### config.mk
export PLATFORM = sky130hd
export DESIGN_NAME = traffic_light
export DESIGN_NICKNAME = d
export VERILOG_FILES = /design/src/rtl/traffic_light.sv
export SDC_FILE = /design/constraint.sdc
export NUM_CORES = 1
export LEC_CHECK = 0
export ABC_CLOCK_PERIOD_IN_PS = 2900
export CORE_MARGIN = 8
export CORE_UTILIZATION = 35
export CTS_CLUSTER_SIZE = 20
export DETAILED_ROUTE_END_ITERATION = 6
export PLACE_DENSITY_LB_ADDON = 0.25
export SKIP_LAST_GASP = 1
export SYNTH_ARGS = -nofsm -noshare
export SYNTH_HDL_FRONTEND = slang
export SYNTH_SLANG_ARGS = --single-unit
### constraint.sdc
create_clock -name clk -period 2.9 [get_ports clk]
set_clock_uncertainty 0.1 [all_clocks]
set_input_delay 0.58 -clock clk [delete_from_list [all_inputs] [get_ports clk]]
set_output_delay 0.58 -clock clk [all_outputs]
set_load 0.005 [all_outputs]
### src/rtl/traffic_light.sv
// Two-way intersection signal controller: HG -> HY -> VG -> VY phase sequencer
// with lamp-test and dual-yellow flash overrides and a registered countdown.
module traffic_light #(
  parameter int GREEN_TIME  = 25,
  parameter int YELLOW_TIME = 5,
  parameter int TEST_COUNT  = 88
) (
  input  logic       clk,
  input  logic       clr,
  input  logic       test,
  input  logic       flicker,
  output logic       hr,
  output logic       hy,
  output logic       hg,
  output logic       vr,
  output logic       vy,
  output logic       vg,
  output logic [7:0] count
);

  typedef enum logic [2:0] {
    IDLE = 3'd0,
    HG   = 3'd1,
    HY   = 3'd2,
    VG   = 3'd3,
    VY   = 3'd4
  } state_t;

  localparam logic [7:0] GREEN_C  = 8'(GREEN_TIME);
  localparam logic [7:0] YELLOW_C = 8'(YELLOW_TIME);
  localparam logic [7:0] TEST_C   = 8'(TEST_COUNT);

  state_t      state_r, state_s;
  logic [7:0]  count_r, count_s;
  logic        blink_r, blink_s;
  logic [5:0]  lamps_r, lamps_s;  // {hr, hy, hg, vr, vy, vg}

  function automatic state_t next_phase(input state_t st);
    case (st)
      HG:      next_phase = HY;
      HY:      next_phase = VG;
      VG:      next_phase = VY;
      VY:      next_phase = HG;
      default: next_phase = HG;
    endcase
  endfunction

  function automatic logic [7:0] phase_time(input state_t st);
    case (st)
      HG, VG:  phase_time = GREEN_C;
      HY, VY:  phase_time = YELLOW_C;
      default: phase_time = 8'd0;
    endcase
  endfunction

  // The crossing direction is always red while the other side runs.
  function automatic logic [5:0] lamp_map(input state_t st);
    case (st)
      HG:      lamp_map = 6'b001_100;
      HY:      lamp_map = 6'b010_100;
      VG:      lamp_map = 6'b100_001;
      VY:      lamp_map = 6'b100_010;
      default: lamp_map = 6'b000_000;
    endcase
  endfunction

  // Mode priority and phase sequencing; blink only survives consecutive flash cycles.
  always_comb begin
    state_s = state_r;
    count_s = count_r;
    blink_s = 1'b0;
    lamps_s = 6'b000_000;
    if (!test) begin
      state_s = IDLE;
      count_s = TEST_C;
      lamps_s = 6'b111_111;
    end else if (flicker) begin
      state_s = IDLE;
      count_s = 8'd0;
      blink_s = ~blink_r;
      lamps_s = {1'b0, ~blink_r, 1'b0, 1'b0, ~blink_r, 1'b0};
    end else begin
      case (state_r)
        IDLE: begin
          state_s = HG;
          count_s = GREEN_C;
        end
        HG, HY, VG, VY: begin
          if (count_r > 8'd1) begin
            count_s = count_r - 8'd1;
          end else begin
            state_s = next_phase(state_r);
            count_s = phase_time(next_phase(state_r));
          end
        end
        default: begin
          state_s = HG;
          count_s = GREEN_C;
        end
      endcase
      lamps_s = lamp_map(state_s);
    end
  end

  // State, countdown, blink toggle and lamp registers; clr forces lamps off.
  always_ff @(posedge clk or negedge clr) begin
    if (!clr) begin
      state_r <= IDLE;
      count_r <= 8'd0;
      blink_r <= 1'b0;
      lamps_r <= 6'b000_000;
    end else begin
      state_r <= state_s;
      count_r <= count_s;
      blink_r <= blink_s;
      lamps_r <= lamps_s;
    end
  end

  assign {hr, hy, hg, vr, vy, vg} = lamps_r;
  assign count = count_r;

endmodule

After elaboration in Yosys (flattened, before gate mapping) --
Index checks and enable logic that the tools add are counted.
Word-level totals: word-level logic and storage cells 43, input port bits 4, register bits after elaboration 18
Cells by class: magnitude comparators 1, bitwise gates (word level) 1, eq/ne operators 12, multiplexer cells 21, $add $sub $neg 1, reduce and logical (&&, ||, !) cells 3
Operators by type and width (number):
- 8-bit 2-to-1 mux | 4
- 3-bit 2-to-1 mux | 10
- 6-bit one-hot mux with 4 select lines | 1
- 3-bit by 2-bit equality test with 1-bit output (second input constant) | 6
- 6-bit 2-to-1 mux | 2
- 5-bit one-hot mux with 2 select lines | 1
- 3-bit by 1-bit equality test with 1-bit output (second input constant) | 3
- 3-bit equality test (second input constant) | 3
- 3-bit one-hot mux with 3 select lines | 1
- 8-bit by 1-bit > comparator with 1-bit output (second input constant) | 1
- 8-bit by 1-bit subtractor with 8-bit output (second input constant) | 1
- 2-bit OR reduction | 2
- 4-bit OR reduction | 1
- 1-bit 2-to-1 mux | 2
- 1-bit NOT | 1

Depth between registers and ports, before layout --
Gate-level depths: netlist of run 1.
depth in word-level cells 13, depth in mapped cells 6, depth with buffers taken out 6

Least setup slack after synthesis of run 1 --
No wires, ideal clock.
kind register to register, start register count_r[7] (netlist: count[7]), end register lamps_r[4], path slack 0.964 ns, clock period less this slack 1.936 ns, setup time 0.132 ns, required time 2.668 ns, cell stages (with the launch flop) 5, arrival time 1.705 ns, cells stage by stage dfrtp_1 > or4_4 > o31ai_1 > nor2_1 > or3b_1
On the way: cells in the longest elaborated chain, start to end 9, elaborated cells on any way between the ends 12, classes of those cells 1 x order compare; 4 x eq/ne; 7 x mux
RTL lines:
- from (decl) | line 34 | logic [7:0] count_r, count_s;
- from (signal assigned) | line 114 | count_r <= count_s;
- 8-bit by 1-bit > comparator with 1-bit output (*) | line 89 | if (count_r > 8'd1) begin
- 3-bit 2-to-1 mux (*) | line 89
- 3-bit 2-to-1 mux (*) | line 83 | case (state_r)
- 3-bit 2-to-1 mux (*) | line 77 | end else if (flicker) begin
- 3-bit 2-to-1 mux (*) | line 73 | if (!test) begin
- 3-bit equality test, or another cell as far along | line 58 | case (st)
- 6-bit one-hot mux with 4 select lines (*) | line 58
- 6-bit 2-to-1 mux (*) | line 77
- 6-bit 2-to-1 mux (*) | line 73
- named net lamps_s[4] | line 36 | logic [5:0] lamps_r, lamps_s;
- to (signal assigned) | line 116 | lamps_r <= lamps_s;
- to (decl) | line 36
Mark *: on every way through the listed nets, which the timed path passes. The rest lies on a longest branch. The select of a mux whose other input is x is not followed.

Final worst setup path of run 1 --
start register count_r[0] (netlist: count[0]), end register lamps_r[2]
The elaborated chain is that of the path after synthesis.

==> results of run 1 <==
## routing by layer
| layer | share of wire | global-route usage |
|---|---|---|
| met5 | 0 | 0 |
| met4 | 0.0088 | 0.0332 |
| met3 | 0.040 | 0.0295 |
| met2 | 0.48 | 0.170 |
| met1 | 0.47 | 0.128 |
## flip-flops by register name (all words and copies together), names as in the netlist
name     flops
count        8
lamps_r      6
blink_r      1
state_r      3
## worst max-delay path, cell delays in order, from the launching register on
cell and delay (ps):
sky130_fd_sc_hd__dfrtp_1 470, sky130_fd_sc_hd__inv_1 100, sky130_fd_sc_hd__ha_1 270, sky130_fd_sc_hd__or2_2 330
sky130_fd_sc_hd__a311oi_1 470, sky130_fd_sc_hd__a31oi_1 120, sky130_fd_sc_hd__a21o_1 200
## path summary, 6_finish.rpt
kind                                     from                    to  slack (ps)  cells after the start
max                        count[0]$_DFF_PN0_  lamps_r[2]$_DFF_PN0_         740                      6
min                         blink_r$_DFF_PN0_     blink_r$_DFF_PN0_         410                      2
max reg2reg                count[0]$_DFF_PN0_  lamps_r[2]$_DFF_PN0_         740                      6
min reg2reg                 blink_r$_DFF_PN0_     blink_r$_DFF_PN0_         410                      2
max in group asynchronous                 clr  state_r[2]$_DFF_PN0_        1520                      1
min in group asynchronous                 clr    count[0]$_DFF_PN0_         650                      1
## power breakdown
| part | total (mW) | leakage, nW | internal, mW | switching, mW |
|---|---|---|---|---|
| Combinational | 0.0790 | 0.217 | 0.0390 | 0.0401 |
| Sequential | 0.274 | 0.219 | 0.262 | 0.0127 |
| Clock | 0.160 | 0.0210 | 0.0766 | 0.0836 |
| Total | 0.514 | 0.457 | 0.377 | 0.136 |
## final cells by class
class / count / share of cell area
Inverter: 7 / 0.0223
Tap cell: 31 / 0.0329
Clock buffer: 4 / 0.0308
Multi-Input combinational cell: 68 / 0.387
Sequential cell: 18 / 0.382
Timing Repair Buffer: 17 / 0.144
## cells in the mapped netlist (2+ instances only)
cell	number	area, um2
sky130_fd_sc_hd__dfrtp_1	18	450
sky130_fd_sc_hd__nor2_1	14	52.6
sky130_fd_sc_hd__nor3_1	2	10.0
sky130_fd_sc_hd__a21oi_1	4	20.0
sky130_fd_sc_hd__nand2_1	4	15.0
sky130_fd_sc_hd__xor2_1	4	35.0
sky130_fd_sc_hd__xnor2_1	6	52.6
sky130_fd_sc_hd__o31ai_1	4	30.0
sky130_fd_sc_hd__nand2b_1	3	18.8
sky130_fd_sc_hd__or2_2	2	12.5
sky130_fd_sc_hd__o21ai_0	2	10.0
sky130_fd_sc_hd__or4_4	2	22.5
sky130_fd_sc_hd__clkbuf_1	2	7.51
sky130_fd_sc_hd__nor4_1	5	31.3
sky130_fd_sc_hd__inv_1	7	26.3
sky130_fd_sc_hd__ha_1	2	25.0
## stage by stage
step           utilization  cell area [um2]  power [mW]
2_1_floorplan            -              941       0.318
3_3_place_gp         0.429             1140       0.359
3_5_place_dp         0.429             1140       0.359
4_1_cts              0.443             1180       0.520
5_1_grt              0.443             1180       0.536
6_report             0.443             1180       0.514
## cell families after synthesis
kind of cell    count (synthesis)
compound gates                 17
xor+xnor                       10
fa+ha+maj                       2
buf+inv                         9
flops                          18
simple gates                   39
==> impl_metrics.json, run 1 <==
{
  "outcome": "complete, no violations",
  "synthAdderAreaFrac": 0.0266,
  "synth-compound-area-share": 0.126,
  "die_area_um2": 4600,
  "dominantRegCellSynth": "sky130_fd_sc_hd__dfrtp_1",
  "number_of_antenna_violations_at_the_first_check_in_global_routing": 0,
  "fin_tns_setup_ps": 0,
  "setup_viol": 0,
  "grt.total_usage": 0.103,
  "synth_seq_area_share": 0.479,
  "tmin_final_ps": 2160,
  "netlist_area_before_placement_um2": 941,
  "setup_slack_ps": 743,
  "clock_tree_from_tritoncts": "done",
  "clockRootBuffer": "sky130_fd_sc_hd__clkbuf_4",
  "cts.hold.buffers_added": 0,
  "grt_max_degree": 19,
  "commonest_non_fill_non_tap_cell_in_the_layout": "sky130_fd_sc_hd__dfrtp_1",
  "io_pins": 18,
  "postSynthCellCount": 95,
  "cts_bufs_inserted": 3,
  "holdCritPathClass": "register to register",
  "most-common-layout-cells": "sky130_fd_sc_hd__dfrtp_1 (18), sky130_fd_sc_hd__clkdlybuf4s50_1 (17), sky130_fd_sc_hd__nor2_1 (14)",
  "period_share": 0.744,
  "post_cts_resize_count": 0,
  "worst_endpoint_required_time_ps": 3000,
  "power_density_nw_per_um2": 436,
  "detail_route.drc_violations": 0,
  "grt_first_pass_wirelength_um": 3600,
  "fmaxAchievable_mhz": 464,
  "worst_ep_arrival_time_ps": 2250,
  "drive_above_1_share": 0.0965,
  "count_of_clock_tree_sinks": 18,
  "fin_nets": 121,
  "critPathMaxFanout": 6,
  "drt-wirelength-per-cell_um": 14.9,
  "synth_xor_area_frac": 0.0931,
  "num-fill-cells": 267,
  "pre_cts_ws_ps": 698,
  "worstMarginPinSlew_ps": 855,
  "dominant_combinational_cell_family_by_area_after_synthesis": "simple AND/OR/NAND/NOR gates",
  "placeableCoreArea_um2": 2660,
  "clkSlewWorstSetupHoldPaths_ps": 110,
  "synth-edff-count": 0,
  "yosys_register_bits": 18,
  "area.sequential_um2": 450,
  "initialDrtViolationCount": 33,
  "synth_cell_type_count": 30,
  "fp-row-count": 19,
  "dr.pass1.iters": 4,
  "rsz_0062_raised_after_global_routing": "no",
  "placedCellCount": 141,
  "vias": 762,
  "clock_insertion_delay_worst_skew_ps": 300,
  "synthesis.area_per_instance_um2": 9.90,
  "dp_hpwl_um": 1580,
  "grt_remaining_overflow": 0,
  "cts_setup_buffers": 0,
  "postRouteWirelength_um": 2160,
  "synth_nets": 101,
  "die_width_um": 67.9,
  "end_kind": "register",
  "htreeDepth": 1,
  "cellLeakagePower_nw": 0.457,
  "post_synth_and_or_nand_nor_area_fraction": 0.239,
  "viasPerCell": 5.26,
  "route.antenna.remaining_nets": 0,
  "buffer_ports.inserted": 17,
  "maxCapViolCount": 0,
  "non_filler_instance_count_after_layout": 145,
  "multi_input_area_um2": 457,
  "synthToLayoutAreaGrowth_pct": 25.3,
  "timing.final.max_slew_violations": 0,
  "timing.max_slew.rel_slack": 0.428,
  "die_height_um": 67.9,
  "crit_type": "register to register",
  "count_of_inserted_antenna_diode_cells": 0,
  "asyncSetResetFlopFracSynth": 1.00,
  "first_global_vias": 762,
  "timing.final.hold_violations": 0,
  "hold-worst-slack_ps": 410,
  "initial_core_util": 0.353,
  "startpoint_type": "register",
  "synthesis.yosys.warnings": 0,
  "cts_max_path_buffers": 2,
  "vdd_ir_drop_max_v": 0.000267,
  "synthMuxAreaShare": 0,
  "routabilityCongestion": 0.800
}
Power figures use the tool's default switching activity.
==> run 2: changes to the inputs <==
--- a/config.mk
+++ b/config.mk
@@ -5,7 +5,7 @@
 export SDC_FILE = /design/constraint.sdc
 export NUM_CORES = 1
 export LEC_CHECK = 0
-export ABC_CLOCK_PERIOD_IN_PS = 2900
+export ABC_CLOCK_PERIOD_IN_PS = 2200
 export CORE_MARGIN = 8
 export CORE_UTILIZATION = 35
 export CTS_CLUSTER_SIZE = 20
==> constraint.sdc (replaced) <==
create_clock -name clk -period 2.2 [get_ports clk]
set_clock_uncertainty 0.1 [all_clocks]
set_input_delay 0.44 -clock clk [delete_from_list [all_inputs] [get_ports clk]]
set_output_delay 0.44 -clock clk [all_outputs]
set_load 0.005 [all_outputs]
==> run 2 against run 1 <==
Clock power rose by 29%. Die area is the same. Global-route usage increased by 0.48 points. First-iteration DRC count is 24% lower. Flip-flop and latch count unchanged. Cell area grew 7.7%. Critical path type unchanged. Core utilization up 3.4 points. Sequential power rose by 30%. Highest routed layer unchanged.
==> impl_metrics.json, run 2 (same netlist as run 1, synthesis figures left out) <==
{
  "outcome": "complete, no violations",
  "number_of_flip_flops_under_the_largest_register_name": 8,
  "timing.max_slew.rel_slack": 0.552,
  "met3_wirelength_um": 131,
  "drt-wirelength-per-cell_um": 14.8,
  "htreeDepth": 1,
  "count_of_clock_tree_sinks": 18,
  "crit_path_top_delay_cell": "sky130_fd_sc_hd__dfrtp_1",
  "die_width_um": 67.9,
  "design_area_final_um2": 1270,
  "worst_path_largest_cell_delay_ps": 480,
  "postRouteWirelength_um": 2310,
  "routabilityCongestion": 0.830,
  "worst_endpoint_required_time_ps": 2300,
  "buffer_ports.inserted": 17,
  "hold-worst-slack_ps": 371,
  "post_cts_resize_count": 0,
  "rsz_0062_raised_after_global_routing": "no",
  "placed_cell_areas_um2": 1220,
  "drive_above_1_share": 0.192,
  "timing.final.max_slew_violations": 0,
  "rrSetupSlack_ps": 100,
  "first_global_vias": 816,
  "end_kind": "register",
  "route.layer.met1.wl_um": 1040,
  "grt_first_pass_wirelength_um": 3890,
  "grt_max_degree": 19,
  "setup_slack_ps": 101,
  "detail_route.drc_violations": 0,
  "power_density_nw_per_um2": 544,
  "maxCapViolCount": 0,
  "number_of_antenna_violations_at_the_first_check_in_global_routing": 0,
  "cts_max_path_buffers": 2,
  "fp-row-count": 19,
  "fin_nets": 132,
  "holdCritPathClass": "input pin to asynchronous set/reset pin",
  "worst_ep_arrival_time_ps": 2200,
  "fmaxAchievable_mhz": 477,
  "crit_chain": "inv_1, ha_1, or2_2, a311oi_2, a31oi_1, o21ai_0",
  "critPathMaxFanout": 6,
  "viasPerCell": 5.30,
  "grt_remaining_overflow": 0,
  "crit_type": "register to register",
  "cp_num_cells": 6,
  "worstReg2RegEnd": "lamps_r[5]$_DFF_PN0_",
  "worst_path_dominant_cell_family": "compound AO/OA/AOI/OAI gates",
  "period_share": 0.954,
  "worstMarginPinSlew_ps": 665,
  "fin_util": 0.477,
  "pre_cts_ws_ps": 59.6,
  "timing.final.hold_violations": 0,
  "io_pins": 18,
  "grt.total_usage": 0.108,
  "most-common-layout-cells": "sky130_fd_sc_hd__dfrtp_1 (18), sky130_fd_sc_hd__clkdlybuf4s50_1 (17), sky130_fd_sc_hd__nor2_1 (13)",
  "clock_tree_from_tritoncts": "done",
  "cts_bufs_inserted": 3,
  "dr.pass1.iters": 4,
  "clock_insertion_delay_worst_skew_ps": 290,
  "cts.hold.buffers_added": 0,
  "worst-r2r-cell-count": 6,
  "initial_core_util": 0.353,
  "cellLeakagePower_nw": 0.512,
  "dp_hpwl_um": 1730,
  "vdd_ir_drop_max_v": 0.000332,
  "synthToLayoutAreaGrowth_pct": 35.0,
  "initialDrtViolationCount": 25,
  "fin_tns_setup_ps": 0,
  "route.antenna.remaining_nets": 0,
  "met2WireLength_um": 1120,
  "worstPathBufferInverterCount": 1,
  "die_height_um": 67.9,
  "top_signal_layer_used": "met4",
  "count_of_inserted_antenna_diode_cells": 0,
  "tmin_final_ps": 2100,
  "setup_viol": 0,
  "startpoint_type": "register",
  "placeableCoreArea_um2": 2660,
  "cts_setup_buffers": 0,
  "commonest_non_fill_non_tap_cell_in_the_layout": "sky130_fd_sc_hd__dfrtp_1",
  "clkSlewWorstSetupHoldPaths_ps": 110,
  "vias": 827,
  "worstReg2RegStart": "count[0]$_DFF_PN0_",
  "die_area_um2": 4600,
  "clockRootBuffer": "sky130_fd_sc_hd__clkbuf_4"
}
## run 2: worst reg2reg max path, stage by stage, from the launching register on
cell,delay (ps)
sky130_fd_sc_hd__dfrtp_1,480
sky130_fd_sc_hd__inv_1,100
sky130_fd_sc_hd__ha_1,270
sky130_fd_sc_hd__or2_2,340
sky130_fd_sc_hd__a311oi_2,380
sky130_fd_sc_hd__a31oi_1,110
sky130_fd_sc_hd__o21ai_0,230
## run 2: where the power goes
| group | internal, mW | switching [mW] |
|---|---|---|
| clock network | 0.101 | 0.106 |
| registers | 0.345 | 0.0114 |
| logic | 0.0649 | 0.0632 |
| total | 0.511 | 0.180 |
## run 2: per-stage QoR
step / instances / total power [mW]
3_5_place_dp: 152 / 0.489
5_1_grt: 156 / 0.724
6_report: 156 / 0.691
2_1_floorplan: 95 / 0.420
4_1_cts: 156 / 0.696
3_3_place_gp: 152 / 0.489
## run 2: layout make-up
class / instances / area [um2]
tap: 31 / 38.8
inverter: 7 / 26.3
sequential: 18 / 450
clock buffer: 4 / 36.3
timing repair buffer: 28 / 253
multi-input combinational: 68 / 465
fill: 265 / 1390
## run 2: how the worst max path moves through the flow
stage | slack [ps] | end | startpoint
4_1_cts | 40 | lamps_r[5]$_DFF_PN0_ | count[0]$_DFF_PN0_
2_1_floorplan | 260 | lamps_r[4]$_DFF_PN0_ | count[7]$_DFF_PN0_
5_1_grt | 10 | lamps_r[5]$_DFF_PN0_ | count[0]$_DFF_PN0_
6_report | 100 | lamps_r[5]$_DFF_PN0_ | count[0]$_DFF_PN0_
3_5_place_dp | 60 | lamps_r[5]$_DFF_PN0_ | count[0]$_DFF_PN0_
3_3_place_gp | 80 | lamps_r[2]$_DFF_PN0_ | count[0]$_DFF_PN0_
## run 2: per-layer routing
layer / vias up / track usage
met1: 408 / 0.137
met5: - / 0
met2: 25 / 0.179
met3: 2 / 0.0262
met4: 0 / 0.0332
li1: 392 / -
